<file path="src/rtl/mem_arb_pkg.sv">
// Shared types and constants for the unified-memory port arbiter.
// Holds the sequencer state encoding, the fixed requester indices and a
// small index-to-one-hot helper used to form the completion pulse.
package mem_arb_pkg;

   typedef enum logic [1:0] {
      ST_IDLE  = 2'd0,
      ST_ISSUE = 2'd1,
      ST_WAIT  = 2'd2,
      ST_RESP  = 2'd3
   } state_e;

   localparam int REQ_FETCH = 0;
   localparam int REQ_DATA  = 1;
   localparam int REQ_LOAD  = 2;

   // Widest requester count the arbiter supports; sizes the one-hot helper.
   localparam int MAX_REQ = 8;

   // Converts a requester index into a one-hot vector of MAX_REQ bits.
   function automatic logic [MAX_REQ-1:0] idx_to_onehot(input logic [2:0] idx);
      logic [MAX_REQ-1:0] oh;
      oh      = 8'd0;
      oh[idx] = 1'b1;
      return oh;
   endfunction

endpackage

</file>
<file path="src/rtl/rr_pick.sv">
// Combinational winner selection for the memory port arbiter.
// Default build: round-robin starting one past the previous winner.
// With MEM_ARB_FIXED_PRIO_EN defined: fixed priority, lowest index wins and
// the previous-winner input is ignored.
module rr_pick #(
   parameter int N  = 3,
   parameter int GW = $clog2(N)
) (
   input  logic [N-1:0]  req,
   input  logic [GW-1:0] last,
   output logic [GW-1:0] winner,
   output logic          any_valid
);

   // Any pending request at all.
   always_comb begin
      any_valid = |req;
   end

`ifdef MEM_ARB_FIXED_PRIO_EN
   logic last_unused_s;
   assign last_unused_s = ^last;

   // Lowest set index wins; scanning downwards lets the lowest one overwrite.
   always_comb begin
      winner = {GW{1'b0}};
      for (int i = N - 1; i >= 0; i--) begin
         winner = req[i] ? GW'(i) : winner;
      end
   end
`else
   // Search last+1, last+2, ... mod N; scanning the distance downwards lets the
   // nearest set requester overwrite the farther ones.
   always_comb begin
      winner = last;
      for (int k = N; k >= 32'sd1; k--) begin
         winner = req[(int'(last) + k) % N] ? GW'((int'(last) + k) % N) : winner;
      end
   end
`endif

endmodule

</file>
<file path="src/rtl/mem_port_arbiter.sv">
// Single-port unified memory arbiter for fetch, data and loader/debug ports.
// Serialises accesses: one-cycle memory command, fixed MEM_LAT wait, then a
// one-cycle ack to the winner with read data captured for reads.
// Build option: define MEM_ARB_FIXED_PRIO_EN for fixed priority (fetch always
// preferred); otherwise arbitration is round-robin. Timing is the same.
module mem_port_arbiter
   import mem_arb_pkg::*;
#(
   parameter int NUM_REQ = 3,
   parameter int AW      = 8,
   parameter int DW      = 16,
   parameter int MEM_LAT = 2
) (
   input  logic                       clk,
   input  logic                       rst,
   input  logic [NUM_REQ-1:0]         req,
   input  logic [NUM_REQ-1:0]         req_we,
   input  logic [NUM_REQ*AW-1:0]      req_addr,
   input  logic [NUM_REQ*DW-1:0]      req_wdata,
   output logic [NUM_REQ-1:0]         ack,
   output logic [DW-1:0]              rdata,
   output logic [$clog2(NUM_REQ)-1:0] grant_id,
   output logic                       busy,
   output logic                       mem_en,
   output logic                       mem_we,
   output logic [AW-1:0]              mem_addr,
   output logic [DW-1:0]              mem_wdata,
   input  logic [DW-1:0]              mem_rdata
);

   localparam int GW = $clog2(NUM_REQ);
   localparam int CW = $clog2(MEM_LAT + 1);

   state_e             state_r;
   logic [CW-1:0]      cnt_r;
   logic [GW-1:0]      last_r;
   logic [GW-1:0]      grant_r;
   logic               lat_we_r;
   logic [NUM_REQ-1:0] ack_r;
   logic [DW-1:0]      rdata_r;
   logic               busy_r;
   logic               mem_en_r;
   logic               mem_we_r;
   logic [AW-1:0]      mem_addr_r;
   logic [DW-1:0]      mem_wdata_r;

   logic [GW-1:0]      win_s;
   logic               any_s;

   rr_pick #(
      .N  (NUM_REQ),
      .GW (GW)
   ) u_pick (
      .req       (req),
      .last      (last_r),
      .winner    (win_s),
      .any_valid (any_s)
   );

   // Access sequencer: arbitrate in IDLE, strobe the memory once, wait out the
   // read latency, then pulse ack to the latched winner.
   always_ff @(posedge clk or posedge rst) begin
      if (rst) begin
         state_r     <= ST_IDLE;
         cnt_r       <= {CW{1'b0}};
         last_r      <= GW'(NUM_REQ - 1);
         grant_r     <= {GW{1'b0}};
         lat_we_r    <= 1'b0;
         ack_r       <= {NUM_REQ{1'b0}};
         rdata_r     <= {DW{1'b0}};
         busy_r      <= 1'b0;
         mem_en_r    <= 1'b0;
         mem_we_r    <= 1'b0;
         mem_addr_r  <= {AW{1'b0}};
         mem_wdata_r <= {DW{1'b0}};
      end else begin
         case (state_r)
            ST_IDLE: begin
               if (any_s) begin
                  grant_r     <= win_s;
                  lat_we_r    <= req_we[win_s];
                  mem_en_r    <= 1'b1;
                  mem_we_r    <= req_we[win_s];
                  mem_addr_r  <= req_addr[int'(win_s) * AW +: AW];
                  mem_wdata_r <= req_wdata[int'(win_s) * DW +: DW];
                  busy_r      <= 1'b1;
                  state_r     <= ST_ISSUE;
               end else begin
                  state_r     <= ST_IDLE;
               end
            end
            ST_ISSUE: begin
               mem_en_r <= 1'b0;
               mem_we_r <= 1'b0;
               cnt_r    <= CW'(MEM_LAT);
               state_r  <= ST_WAIT;
            end
            ST_WAIT: begin
               if (cnt_r == CW'(1'b1)) begin
                  cnt_r <= {CW{1'b0}};
                  if (!lat_we_r) begin
                     rdata_r <= mem_rdata;
                  end else begin
                     rdata_r <= rdata_r;
                  end
                  ack_r   <= NUM_REQ'(idx_to_onehot(3'(grant_r)));
                  state_r <= ST_RESP;
               end else begin
                  cnt_r   <= cnt_r - CW'(1'b1);
               end
            end
            ST_RESP: begin
               ack_r   <= {NUM_REQ{1'b0}};
               busy_r  <= 1'b0;
               last_r  <= grant_r;
               state_r <= ST_IDLE;
            end
            default: begin
               ack_r    <= {NUM_REQ{1'b0}};
               busy_r   <= 1'b0;
               mem_en_r <= 1'b0;
               mem_we_r <= 1'b0;
               state_r  <= ST_IDLE;
            end
         endcase
      end
   end

   assign ack       = ack_r;
   assign rdata     = rdata_r;
   assign grant_id  = grant_r;
   assign busy      = busy_r;
   assign mem_en    = mem_en_r;
   assign mem_we    = mem_we_r;
   assign mem_addr  = mem_addr_r;
   assign mem_wdata = mem_wdata_r;

endmodule

</file>
<file path="config.mk">
export PLATFORM = sky130hd
export DESIGN_NAME = mem_port_arbiter
export DESIGN_NICKNAME = d
export VERILOG_FILES = /design/src/rtl/mem_arb_pkg.sv /design/src/rtl/rr_pick.sv /design/src/rtl/mem_port_arbiter.sv
export SDC_FILE = /design/constraint.sdc
export NUM_CORES = 1
export LEC_CHECK = 0
export ABC_CLOCK_PERIOD_IN_PS = 3520
export BUFFER_PORTS_ARGS = -buffer_cell sky130_fd_sc_hd__buf_2
export CORE_UTILIZATION = 30
export CTS_BUF_LIST = sky130_fd_sc_hd__clkbuf_8
export DETAILED_ROUTE_END_ITERATION = 12
export GPL_ROUTABILITY_DRIVEN = 0
export GPL_TIMING_DRIVEN = 1
export SYNTH_ARGS = -nofsm -noshare
export SYNTH_HDL_FRONTEND = slang
export SYNTH_HIERARCHICAL = 1
export SYNTH_SLANG_ARGS = --single-unit
export TNS_END_PERCENT = 1
</file>
<file path="constraint.sdc">
create_clock -name clk -period 3.52 [get_ports clk]
set_input_delay 0.176 -clock clk [delete_from_list [all_inputs] [get_ports clk]]
set_output_delay 0.176 -clock clk [all_outputs]
set_load 0.005 [all_outputs]
</file>
### Word level (Yosys, flattened, before mapping)

Cells that the tools add are included.

| cells by class | value |
|---|---|
| add/subtract/negate cells | 4 |
| div/mod/pow operators | 3 |
| $lt $le $gt $ge | 6 |
| equality and inequality tests | 6 |
| shift-type cells | 2 |
| multiplexer cells | 28 |
| bitwise logic cells | 1 |
| reductions and logical operators | 12 |

Operators by type and width:

| operator | number |
|---|---|
| 32-bit by 4-bit < comparator with 1-bit output (second input constant) | 3 |
| 32-bit by 3-bit modulo with 32-bit output (second input constant) | 3 |
| 48-bit by 7-bit indexed part select with 16-bit output | 1 |
| 24-bit by 6-bit indexed part select with 8-bit output | 1 |
| 1-bit two-way mux | 11 |
| 2-bit two-way mux | 5 |
| 1-bit binary-select mux with 2-bit select | 4 |
| 2-bit case mux with 4 select lines | 1 |
| 2-bit AND reduction | 4 |
| 2-bit nonzero test | 4 |
| 2-bit by 2-bit adder with 3-bit output (second input constant) | 2 |
| 1-bit case mux with 2 select lines | 3 |
| 3-bit case mux with 2 select lines | 1 |
| 2-bit by 1-bit == test with 1-bit output (second input constant) | 2 |
| 2-bit == test (second input constant) | 2 |
| 2-bit by 4-bit < comparator with 1-bit output (second input constant) | 1 |
| 2-bit inequality test (second input constant) | 2 |
| 2-bit case mux with 2 select lines | 1 |
| 2-bit by 1-bit adder with 3-bit output (second input constant) | 1 |
| 2-bit by 3-bit < comparator with 1-bit output (second input constant) | 1 |
| 3-bit two-way mux | 1 |
| 3-bit AND reduction | 1 |
| 3-bit OR reduction | 1 |
| 1-bit demux with 2-bit select | 1 |
| other kinds (5) | 5 |

| storage, ports and cells | value |
|---|---|
| register bits after elaboration | 55 |
| input port bits | 96 |
| output and inout port bits | 48 |
| logic and storage cells | 74 |

### Longest topological paths before layout

Gate-level depths: netlist of the first run.

| logic depth | value |
|---|---|
| depth after elaboration | 12 |
| gate-level depth with buffers | 11 |
| depth with buffers taken out | 9 |

### Modules after synthesis

Netlist of the first run, hierarchy kept.

Modules (own cells, without submodules):

| module | times used | cells an instance | area each (sq um) | seq. area each (sq um) |
|---|---|---|---|---|
| mem_port_arbiter | 1 | 261 | 2748.9 | 1377.6 |
| rr_pick | 1 | 28 | 176.4 | 0.0 |

### Worst setup path before layout of the first run

OpenSTA, ideal clock, no wires.

| timing | value |
|---|---|
| path kind | register to register |
| from | register last_r[1] |
| to | register mem_wdata_r[4] (netlist: mem_wdata[4]) |
| setup time | 0.122 ns |
| data arrival time | 2.053 ns |
| data required time | 3.398 ns |
| slack | 1.345 ns |
| cell stages (with the launch flop) | 11 |
| buffers on the path | 2 |
| clock period less this slack | 2.175 ns |
| path through | dfstp_2 -> ha_1 -> nor2b_1 -> o21ai_1 -> o22ai_1 -> a31oi_1 -> buf_6 -> buf_8 -> mux2i_1 -> or2_0 -> a21oi_1 |

| on the way | value |
|---|---|
| cells in the longest elaborated chain, start to end | 9 |
| elaborated cells on any way between the ends | 19 |
| those cells by class | add/sub: 3; div: 3; shift: 1; mux: 12 |

Ends and longest elaborated chain:

| item | line | source |
|---|---|---|
| start: declaration | mem_port_arbiter.sv:36 | `logic [GW-1:0] last_r;` |
| start signal: assignment | mem_port_arbiter.sv:66 | `last_r <= GW'(NUM_REQ - 1);` |
| start signal: assignment | mem_port_arbiter.sv:115 | `last_r <= grant_r;` |
| 2-bit by 2-bit adder with 3-bit output | rr_pick.sv:37 | `winner = req[(int'(last) + k) % N] ? GW'((int'(last) + k) % N) : winner;` |
| 32-bit by 3-bit modulo with 32-bit output | rr_pick.sv:37 |  |
| 1-bit binary-select mux with 2-bit select | rr_pick.sv:37 |  |
| 1-bit two-way mux (not written as such) (2 in series) | rr_pick.sv:37 |  |
| 2-bit two-way mux (2 in series) | rr_pick.sv:37 |  |
| 2-bit two-way mux (*) | rr_pick.sv:37 |  |
| named net win_s[0] | mem_port_arbiter.sv:47 | `logic [GW-1:0] win_s;` |
| 48-bit by 7-bit indexed part select with 16-bit output (*) | mem_port_arbiter.sv:85 | `mem_wdata_r <= req_wdata[int'(win_s) * DW +: DW];` |
| end signal: assignment | mem_port_arbiter.sv:75 | `mem_wdata_r <= {DW{1'b0}};` |
| end signal: assignment | mem_port_arbiter.sv:85 |  |
| end: declaration | mem_port_arbiter.sv:45 | `logic [DW-1:0] mem_wdata_r;` |

Mark *: on every way through the listed nets, which the timed path passes. The rest lies on a longest branch. The select of a mux whose other input is x is not followed.
A chain may end at the register's enable or synchronous reset.

### Worst setup path in the final report of the first run

| timing | value |
|---|---|
| from | register last_r[0] |
| to | register mem_wdata_r[0] (netlist: mem_wdata[0]) |

Same word-level chain as after synthesis.

==> impl_results.md, run 1 <==
- Status: finished, final reports clean
- Layout cells sized above 1: 0.427
- Clock buffer depth: 2
- Worst Setup End Kind: register
- # setup viols final: 0
- CTS Root Cell: clkbuf_8
- DRT iter0 DRCs: ~80
- Fin Setup TNS: 0 ns
- Hold Path Class: in -> reg
- Die Ht: a little over 100 um
- Net Switching: roughly 0.0013 W
- Clock transition at path regs: approximately 0.10 ns
- Vias in the first global route: around 2.6k
- Avg WL per Cell: ~14 um
- Clock skew: 0.00520 ns
- Grt ovf: 0
- Rows: 35
- Combinational fraction of design power: 0.542
- Critical setup path kind: reg -> reg
- Multi-input gate area: approximately 1400 um2
- Cells after Synth: a little under 300
- Initial antenna violation count: 1
- Clock Sinks: 55
- Core ar.: 9330 um2
- Hold Fails Final Rpt: 0
- Power per cell area: around 870 nW/um2
- Synth cell types: 40
- Drt total wl: 7610 um
- Top-Level Pins: 144
- Asr flop ratio synth: 1.00
- Number of synthesized flops with an enable pin: 0
- Initial Util: 0.314
- Synth Area in Compound Gates: 0.146
- Pre-Repair DR Iteration Count: 4
- H-tree levels: 2
- Dpl ws: approximately 0.86 ns
- Post-Syn Nets: about 400
- Clk Latency, worst-skew pair: 0.30 ns
- Die ar.: approximately 10,000 um2
- Period utilization: 0.757
- DRC: 0
- Leak pwr: around 1.9 nW
- Flops & latches, synth: between 50 and 60
- Largest stage delay on the critical path: ~0.54 ns
- Main combinational cell family by area after synthesis: multiplexers
- Sw Ratio: 0.394
- FMAX: 0.375 GHz
- Pin count of the biggest net entering global routing: 32
- Pint: around 0.0021 W
- Period minus WS final: roughly 2.7 ns
- Top Family by Delay on Critical Path: compound AO/OA/AOI/OAI gates
- Avg Cell Area, Syn: 10.1 um2
- Total global-route track usage: 0.152
- Synth-to-Final Area Change: 33.8%
- CTS Buf Count: 5
- Crit Path Max Fanout: 17
- CP bufs+invs: 2
- Seq/Total Area, Yosys: 0.471
- Sequential power share: 0.331
- Post-route insts no fill: about 560
- Clock power frac: 0.127
- Synth Area in Simple Gates: 0.134
- Setup ws final: 0.856 ns
- Critical path arrival: roughly 2.9 ns
- Vias post-DR: about 2.6k
- Final slew viol count: 0
- VDD IR max: about 0.00029 V
- Post-Synth Adder-Cell Area: 0.0428
- MaxCap Viol Count: 0
- CP cell instances: inv_1 > ha_1 > nor2b_1 > o21ai_1 > o22ai_1 > a31oi_4 > buf_4 > mux2i_1 > or2_1 > a21oi_1
- First-pass GRT wire length: ~12,000 um
- Final HPWL DP: 5640 um
- Final ANT Viol Nets: 0
- IO buf count: between 100 and 150
- Mapped Area: 2930 um2
- Final net count: 538
- Warnings, synthesis: 6
- Top FF cell, synth: dfrtp_1
- RSZ-0062 raised after global routing: no
- Slowest library cell on the worst path: a31oi_4
- Synth Area in XOR/XNOR: 0
- DIE WIDTH: roughly 100 um
- N_diodes: 0
- CTS tree: done
- Multiplexer share of the synthesized area: 0.166
- Sequential Area: between 1000 and 1500 um2
- Fillers: approximately 950
- Dpl cells: 553
- Worst-Margin Slew: 1.03 ns
- Max-slew headroom: 0.312
- Crit path launch type: register
- Req. time, crit path: roughly 3.8 ns
- Vias per std cell: between 4 and 5
-- metal layers --
| layer | share of wire | global-route usage | vias to the layer above |
|---|---|---|---|
| met4 | 0.0083 | 0.0412 | 2 |
| li1 | - | - | 1282 |
| met5 | 0.0021 | 0 | - |
| met1 | 0.44 | 0.185 | 1194 |
| met2 | 0.46 | 0.255 | 115 |
| met3 | 0.089 | 0.0513 | 9 |
-- cell type report --
cell class / instances / share of cell area
Multi-Input combinational cell: 210 / 0.370
Sequential cell: 55 / 0.352
Timing Repair Buffer: 150 / 0.197
Tap cell: 129 / 0.0412
Clock buffer: 6 / 0.0211
Inverter: 10 / 0.00959
Clock inverter: 2 / 0.00895
-- cell usage after synthesis (4+ instances only) --
cell / number / area (um2)
dfrtp_1: 54 / 1350
or2_1: 8 / 50.1
or2_0: 15 / 93.8
inv_1: 10 / 37.5
o21ai_0: 7 / 35.0
clkbuf_1: 7 / 26.3
a21oi_1: 50 / 250
ha_1: 10 / 125
nor2_1: 25 / 93.8
buf_2: 4 / 20.0
mux2i_1: 26 / 260
mux2_2: 20 / 225
nand2_1: 19 / 71.3
-- state kept, by name (all words and copies together), names as in the netlist --
name,count
ack,3
busy,1
cnt_r,2
grant_id,2
last_r,2
lat_we_r,1
mem_addr,8
mem_en,1
mem_wdata,16
mem_we,1
rdata,16
state_r,2
-- cells in the final DEF, fill, tap and decap left out, types with 2 or more instances in the layout --
master | Yosys | layout
a22o_1 | 3 | 3
nand2b_1 | 2 | 2
or2_0 | 15 | 15
dfrtp_1 | 54 | 54
nor2b_1 | 3 | 3
buf_4 | 1 | 6
mux2i_1 | 26 | 26
a211oi_1 | 2 | 2
mux2_2 | 20 | 20
nor2_1 | 25 | 25
o21ai_0 | 7 | 7
buf_2 | 4 | 143
or2_1 | 8 | 8
inv_1 | 10 | 9
ha_1 | 10 | 10
clkbuf_8 | 0 | 6
a21oi_1 | 50 | 50
nand2_1 | 19 | 19
-- power groups by stage --
stage	logic [W]	clock network [W]	registers (W)
floorplan	0.00124	0	0.00115
global placement	0.00184	0	0.00113
detailed placement	0.00187	0	0.00114
CTS	0.00187	0.000452	0.00113
global route	0.00208	0.000479	0.00116
finish	0.00184	0.000431	0.00113
-- cells by family (layout without fill, tap and decap cells) --
family | count (synthesis) | in the layout
DFF | 55 | 55
buffers and inverters | 24 | 168
AOI/OAI and AO/OA | 75 | 75
muxes | 46 | 46
and+or+nand+nor | 79 | 79
adders and majority gates | 10 | 10
-- worst paths after layout --
kind                               start            to  slack [ns]  cells after the start
max                            last_r[0]  mem_wdata[0]        0.86                     10
min                        mem_rdata[12]     rdata[12]        0.10                      2
max reg2reg                    last_r[0]  mem_wdata[0]        0.86                     10
min reg2reg                         busy          busy        0.49                      2
max in group asynchronous            rst     last_r[1]        2.21                      4
min in group asynchronous            rst      rdata[1]        0.46                      3
-- timing repair --
item | CTS | global route
setup buffers | 0 | 0
resized for setup | 0 | 0
hold buffers | 1 | 0
hold endpoints to repair | 24 | 0
-- per-stage QoR --
step	cell area [um2]	total power (W)	hold slack (ns)	util
after global placement	3790	0.00297	0.254	0.406
after CTS	3910	0.00345	0.0874	0.420
after global routing	3910	0.00372	0.0845	0.420
after detailed placement	3790	0.00301	0.265	0.406
after floorplan	2930	0.00239	0.326	-
final	3910	0.00340	0.104	0.420
-- worst reg2reg max path: cells and delay by family (launching register included) --
kind	cells	cell delay, ns
compound gates	4	0.96
flops	1	0.42
buf+inv	2	0.38
fa+ha+maj	1	0.37
simple gates	2	0.37
mux	1	0.09
(Power assumes the default switching activity.)
==> inputs of run 2 (changes only) <==
- ABC_CLOCK_PERIOD_IN_PS: 3520 -> 2780
- clock period: 3.52 -> 2.78 ns (I/O delays scaled with it)
==> impl_results.md, run 2 (synthesis results as in run 1) <==
- Vias post-DR: 2,616
- Largest stage delay on the critical path: 0.42 ns
- Critical setup path kind: reg -> reg
- Leak pwr: 1.91 nW
- Clock buffer depth: 2
- Crit Path Max Fanout: 29
- Rows: 35
- Die ar.: approximately 10,000 um2
- Total global-route track usage: 0.154
- H-tree levels: 2
- Pin count of the biggest net entering global routing: 33
- Most common cell after layout, fill and taps aside: buf_2
- Avg WL per Cell: approximately 14 um
- CTS Root Cell: clkbuf_8
- Status: finished, final reports clean
- Vias per std cell: around 4.7
- RSZ-0062 raised after global routing: no
- Most frequent cells in the layout: buf_2 (143), dfrtp_1 (54), a21oi_1 (50)
- First-pass GRT wire length: approximately 12,000 um
- Clk Latency, worst-skew pair: roughly 0.3 ns
- FMAX: 0.395 GHz
- Fin Setup TNS: 0 ns
- CP cell instances: inv_1 > ha_1 > nor2b_1 > o21ai_1 > o22ai_1 > a31oi_4 > buf_12 > nor2b_1 > a211o_1 > a22o_1
- Die Ht: approximately 100 um
- Period utilization: 0.911
- Setup bufs post-CTS: 0
- Final HPWL DP: 5730 um
- Period minus WS final: ~2.5 ns
- Top-Level Pins: about 140
- Top Family by Delay on Critical Path: compound AO/OA/AOI/OAI gates
- Crit path launch type: register
- DRT iter0 DRCs: 70
- Hold Path Class: in -> reg
- Met2 wire len: 3610 um
- Critical path arrival: between 2 and 3 ns
- Placed cell areas: about 3800 um2
- Clock Sinks: 55
- Req. time, crit path: between 2 and 3 ns
- Final slew viol count: 0
- Pre-Repair DR Iteration Count: 4
- CTS tree: done
- Clock skew: 0.00747 ns
- Initial Util: 0.314
- VDD IR max: 0.000426 V
- Core ar.: ~9300 um2
- Grt ovf: 0
- Max-slew headroom: 0.637
- IO buf count: 143
- Layout cells sized above 1: 0.425
- MaxCap Viol Count: 0
- N_diodes: 0
- Worst-Margin Slew: around 0.54 ns
- Drt total wl: 7640 um
- Crit path top cell by count: nor2b_1
- Synth-to-Final Area Change: 33.6%
- Met1 wire length: 3410 um
- CP bufs+invs: 2
- DR top layer: met4
- DRC: 0
- DIE WIDTH: 101 um
- Clock transition at path regs: 0.10 ns
- Design Area, Final: around 3900 um2
- Final ANT Viol Nets: 0
- WL met3: roughly 570 um
- # setup viols final: 0
- CTS Buf Count: 5
- Slowest library cell on the worst path: dfrtp_1
- Initial antenna violation count: 1
- Final net count: between 500 and 600
- Power per cell area: between 1000 and 1500 nW/um2
- Hold Fails Final Rpt: 0
- Vias in the first global route: 2,513
- Worst Setup End Kind: register
run 2: changes by cell type in the layout (fill, tap and decap cells not counted):
cell       change
clkinv_4       +1
inv_1          +1
clkinv_2       -1
nor2b_4        +1
bufinv_16      -1
buf_4          -1
nor2b_2        -1
buf_12         +1
run 2: final timing paths:
kind | cells past startpoint | slack [ns] | endpoint | start
worst max-delay path | 10 | 0.25 | mem_we | last_r[0]
worst min-delay path | 2 | 0.06 | rdata[6] | mem_rdata[6]
worst max register to register | 10 | 0.25 | mem_we | last_r[0]
worst min register to register | 2 | 0.49 | ack[2] | ack[2]
max in group asynchronous | 4 | 1.53 | last_r[1] | rst
min in group asynchronous | 3 | 0.41 | mem_wdata[5] | rst
run 2: area by class of cell:
cell class                 instances  area [um2]
sequential                        55        1380
timing repair buffer             150         783
clock inverter                     2        12.5
fill                             956        5420
clock buffer                       6        82.6
tap                              129         161
multi-input combinational        210        1450
inverter                          10        37.5
run 2: where the power goes:
group          total, W  internal (W)  switching (W)
logic           0.00236       0.00114        0.00122
clock network  0.000459      0.000201       0.000258
registers       0.00144       0.00120       0.000240
run 2: worst reg2reg max path, stage by stage, from the launching register on:
cell,delay [ns]
dfrtp_1,0.42
inv_1,0.08
ha_1,0.36
nor2b_1,0.16
o21ai_1,0.17
o22ai_1,0.14
a31oi_4,0.24
buf_12,0.26
nor2b_1,0.08
a211o_1,0.30
a22o_1,0.22
run 2: per-layer routing:
layer / track usage / vias up
met5: 0 / -
met3: 0.0437 / 4
met4: 0.0379 / 0
li1: - / 1283
met1: 0.198 / 1210
met2: 0.257 / 119
run 2: timing repair:
action                                  CTS  global route
endpoints found under the hold margin    23             0
endpoints found under the setup margin    0            23
resized for setup                         0             1
hold buffers                              1             0
run 2: stage by stage:
stage	power, W	utilization	instances	hold slack (ns)	setup WS, ns
after detailed placement	0.00384	0.407	553	0.204	0.117
after floorplan	0.00302	-	289	0.289	0.605
final	0.00426	0.419	562	0.0634	0.246
after global placement	0.00378	0.407	553	0.196	0.189
after CTS	0.00432	0.419	562	0.0505	0.110
after global routing	0.00466	0.419	562	0.0448	0.134
==> inputs of run 3 (changes only) <==
- MAX_ROUTING_LAYER: default -> met4
==> impl_results.md, run 3 (synthesis results as in run 1) <==
- Status: finished, final reports clean
- Period minus WS final: about 2.5 ns
- Fin Setup TNS: 0 ns
- Critical setup path kind: reg -> reg
- Total global-route track usage: 0.160
- FF-to-FF setup slack: 0.24 ns
- Combinational fraction of design power: 0.553
- Smallest hold slack: 0.0643 ns
- Vias per std cell: approximately 4.6
- # setup viols final: 0
- Layout cells sized above 1: 0.425
- Pin count of the biggest net entering global routing: 33
- Worst Setup EP: mem_we
- DIE WIDTH: ~100 um
- Final HPWL DP: 5730 um
- Rows: 35
- CTS Buf Count: 5
- Sequential power share: 0.338
- CP cell instances: inv_1 > ha_1 > nor2b_1 > o21ai_1 > o22ai_1 > a31oi_4 > buf_12 > nor2b_1 > a211o_1 > a22o_1
- Most common cell after layout, fill and taps aside: buf_2
- VDD IR max: approximately 0.00043 V
- Initial Util: 0.314
- Crit Path Max Fanout: 29
- Pint: 0.00254 W
- Leak pwr: approximately 1.9 nW
- Grt ovf: 0
- Net Switching: about 0.0017 W
- Avg WL per Cell: approximately 14 um
- Worst-Margin Slew: 0.547 ns
- Vias in the first global route: between 2k and 3k
- Top-Level Pins: around 140
- IO buf count: 143
- Pre-Repair DR Iteration Count: 4
- Crit. Startpoint: last_r[0]
- Sw Ratio: 0.403
- Core ar.: between 9000 and 10,000 um2
- Crit path launch type: register
- Clock transition at path regs: 0.10 ns
- Req. time, crit path: 2.98 ns
- Hold path start: mem_rdata[6]
- Reg-to-Reg Start: last_r[0]
- Crit path top cell by count: nor2b_1
- Clock buffer depth: 2
- DRC: 0
- CTS Root Cell: clkbuf_8
- Worst Setup End Kind: register
- Hold Fails Final Rpt: 0
- MaxCap Viol Count: 0
- DRT iter0 DRCs: between 60 and 70
- Critical path arrival: about 2.7 ns
- Final slew viol count: 0
- Clock Sinks: between 50 and 60
- Drt total wl: roughly 7600 um
- Die Ht: between 100 and 150 um
- Die ar.: between 10,000 and 15,000 um2
- Synth-to-Final Area Change: 33.7%
- Reg2reg path depth: 10
- Clock power frac: 0.108
- Setup bufs post-CTS: 0
- Most frequent cells in the layout: buf_2 (143), dfrtp_1 (54), a21oi_1 (50)
- FMAX: ~0.39 GHz
- Power per cell area: 1090 nW/um2
- Vias post-DR: 2,617
- Period utilization: 0.913
- H-tree levels: 2
- Final net count: between 500 and 600
- First-pass GRT wire length: ~12,000 um
- Clk Latency, worst-skew pair: 0.30 ns
- Largest stage delay on the critical path: between 0.4 and 0.5 ns
- Hold Path Class: in -> reg
- Slowest library cell on the worst path: dfrtp_1
- Clock skew: around 0.0069 ns
- CTS tree: done
- Initial antenna violation count: 1
- Final ANT Viol Nets: 0
- RR Endpoint: mem_we
- RSZ-0062 raised after global routing: no
- Max-slew headroom: 0.634
==> run 3: metrics by stage <==
step                       util  worst slack, ns  total power [W]  area [um2]  instances
after floorplan               -            0.605          0.00302        2930        289
after global placement    0.407            0.189          0.00378        3800        553
after detailed placement  0.407            0.117          0.00384        3800        553
after CTS                 0.419            0.110          0.00432        3900        562
after global routing      0.419            0.134          0.00466        3910        563
final                     0.419            0.243          0.00426        3910        563
==> run 3: worst min-delay path by stage <==
stage          cells after the start  endpoint
2_1_floorplan                      1  rdata[0]
3_3_place_gp                       2  rdata[8]
3_5_place_dp                       2  rdata[8]
4_1_cts                            2  rdata[6]
5_1_grt                            2  rdata[1]
6_report                           2  rdata[6]
==> run 3: repair_timing <==
item	in CTS	in global routing
endpoints found under the setup margin	0	23
endpoints found under the hold margin	23	0
hold buffers	1	0
gates resized for setup	0	1
==> run 3: layer usage <==
layer  wire, um  track usage  vias up
li1           -            -     1286
met2       3630        0.257      121
met4         56       0.0379        0
met5          0            -        -
met3        538       0.0368        4
met1       3430        0.204     1206
==> run 3: cell type report <==
cell class,count,area (um2)
Inverter,10,37.5
Timing Repair Buffer,150,783
Multi-Input combinational cell,210,1450
Fill cell,956,5420
Sequential cell,55,1380
Clock inverter,2,12.5
Clock buffer,6,82.6
Tap cell,129,161
Antenna cell,1,2.50
==> run 3: power groups by stage <==
stage	clock, W	sequential, W	combinational [W]
after floorplan	0	0.00145	0.00157
after global placement	0	0.00144	0.00234
after detailed placement	0	0.00146	0.00238
after CTS	0.000483	0.00145	0.00239
after global routing	0.000512	0.00149	0.00266
final	0.000461	0.00144	0.00236
==> run 3: worst max-delay path, delay by kind of cell, from the launching register on <==
kind	cells	cell delay, ns
adder cells (fa/ha/maj)	1	0.36
flip-flops	1	0.42
buffers and inverters	2	0.34
AND/OR/NAND/NOR	2	0.23
AO/OA/AOI/OAI	5	1.08
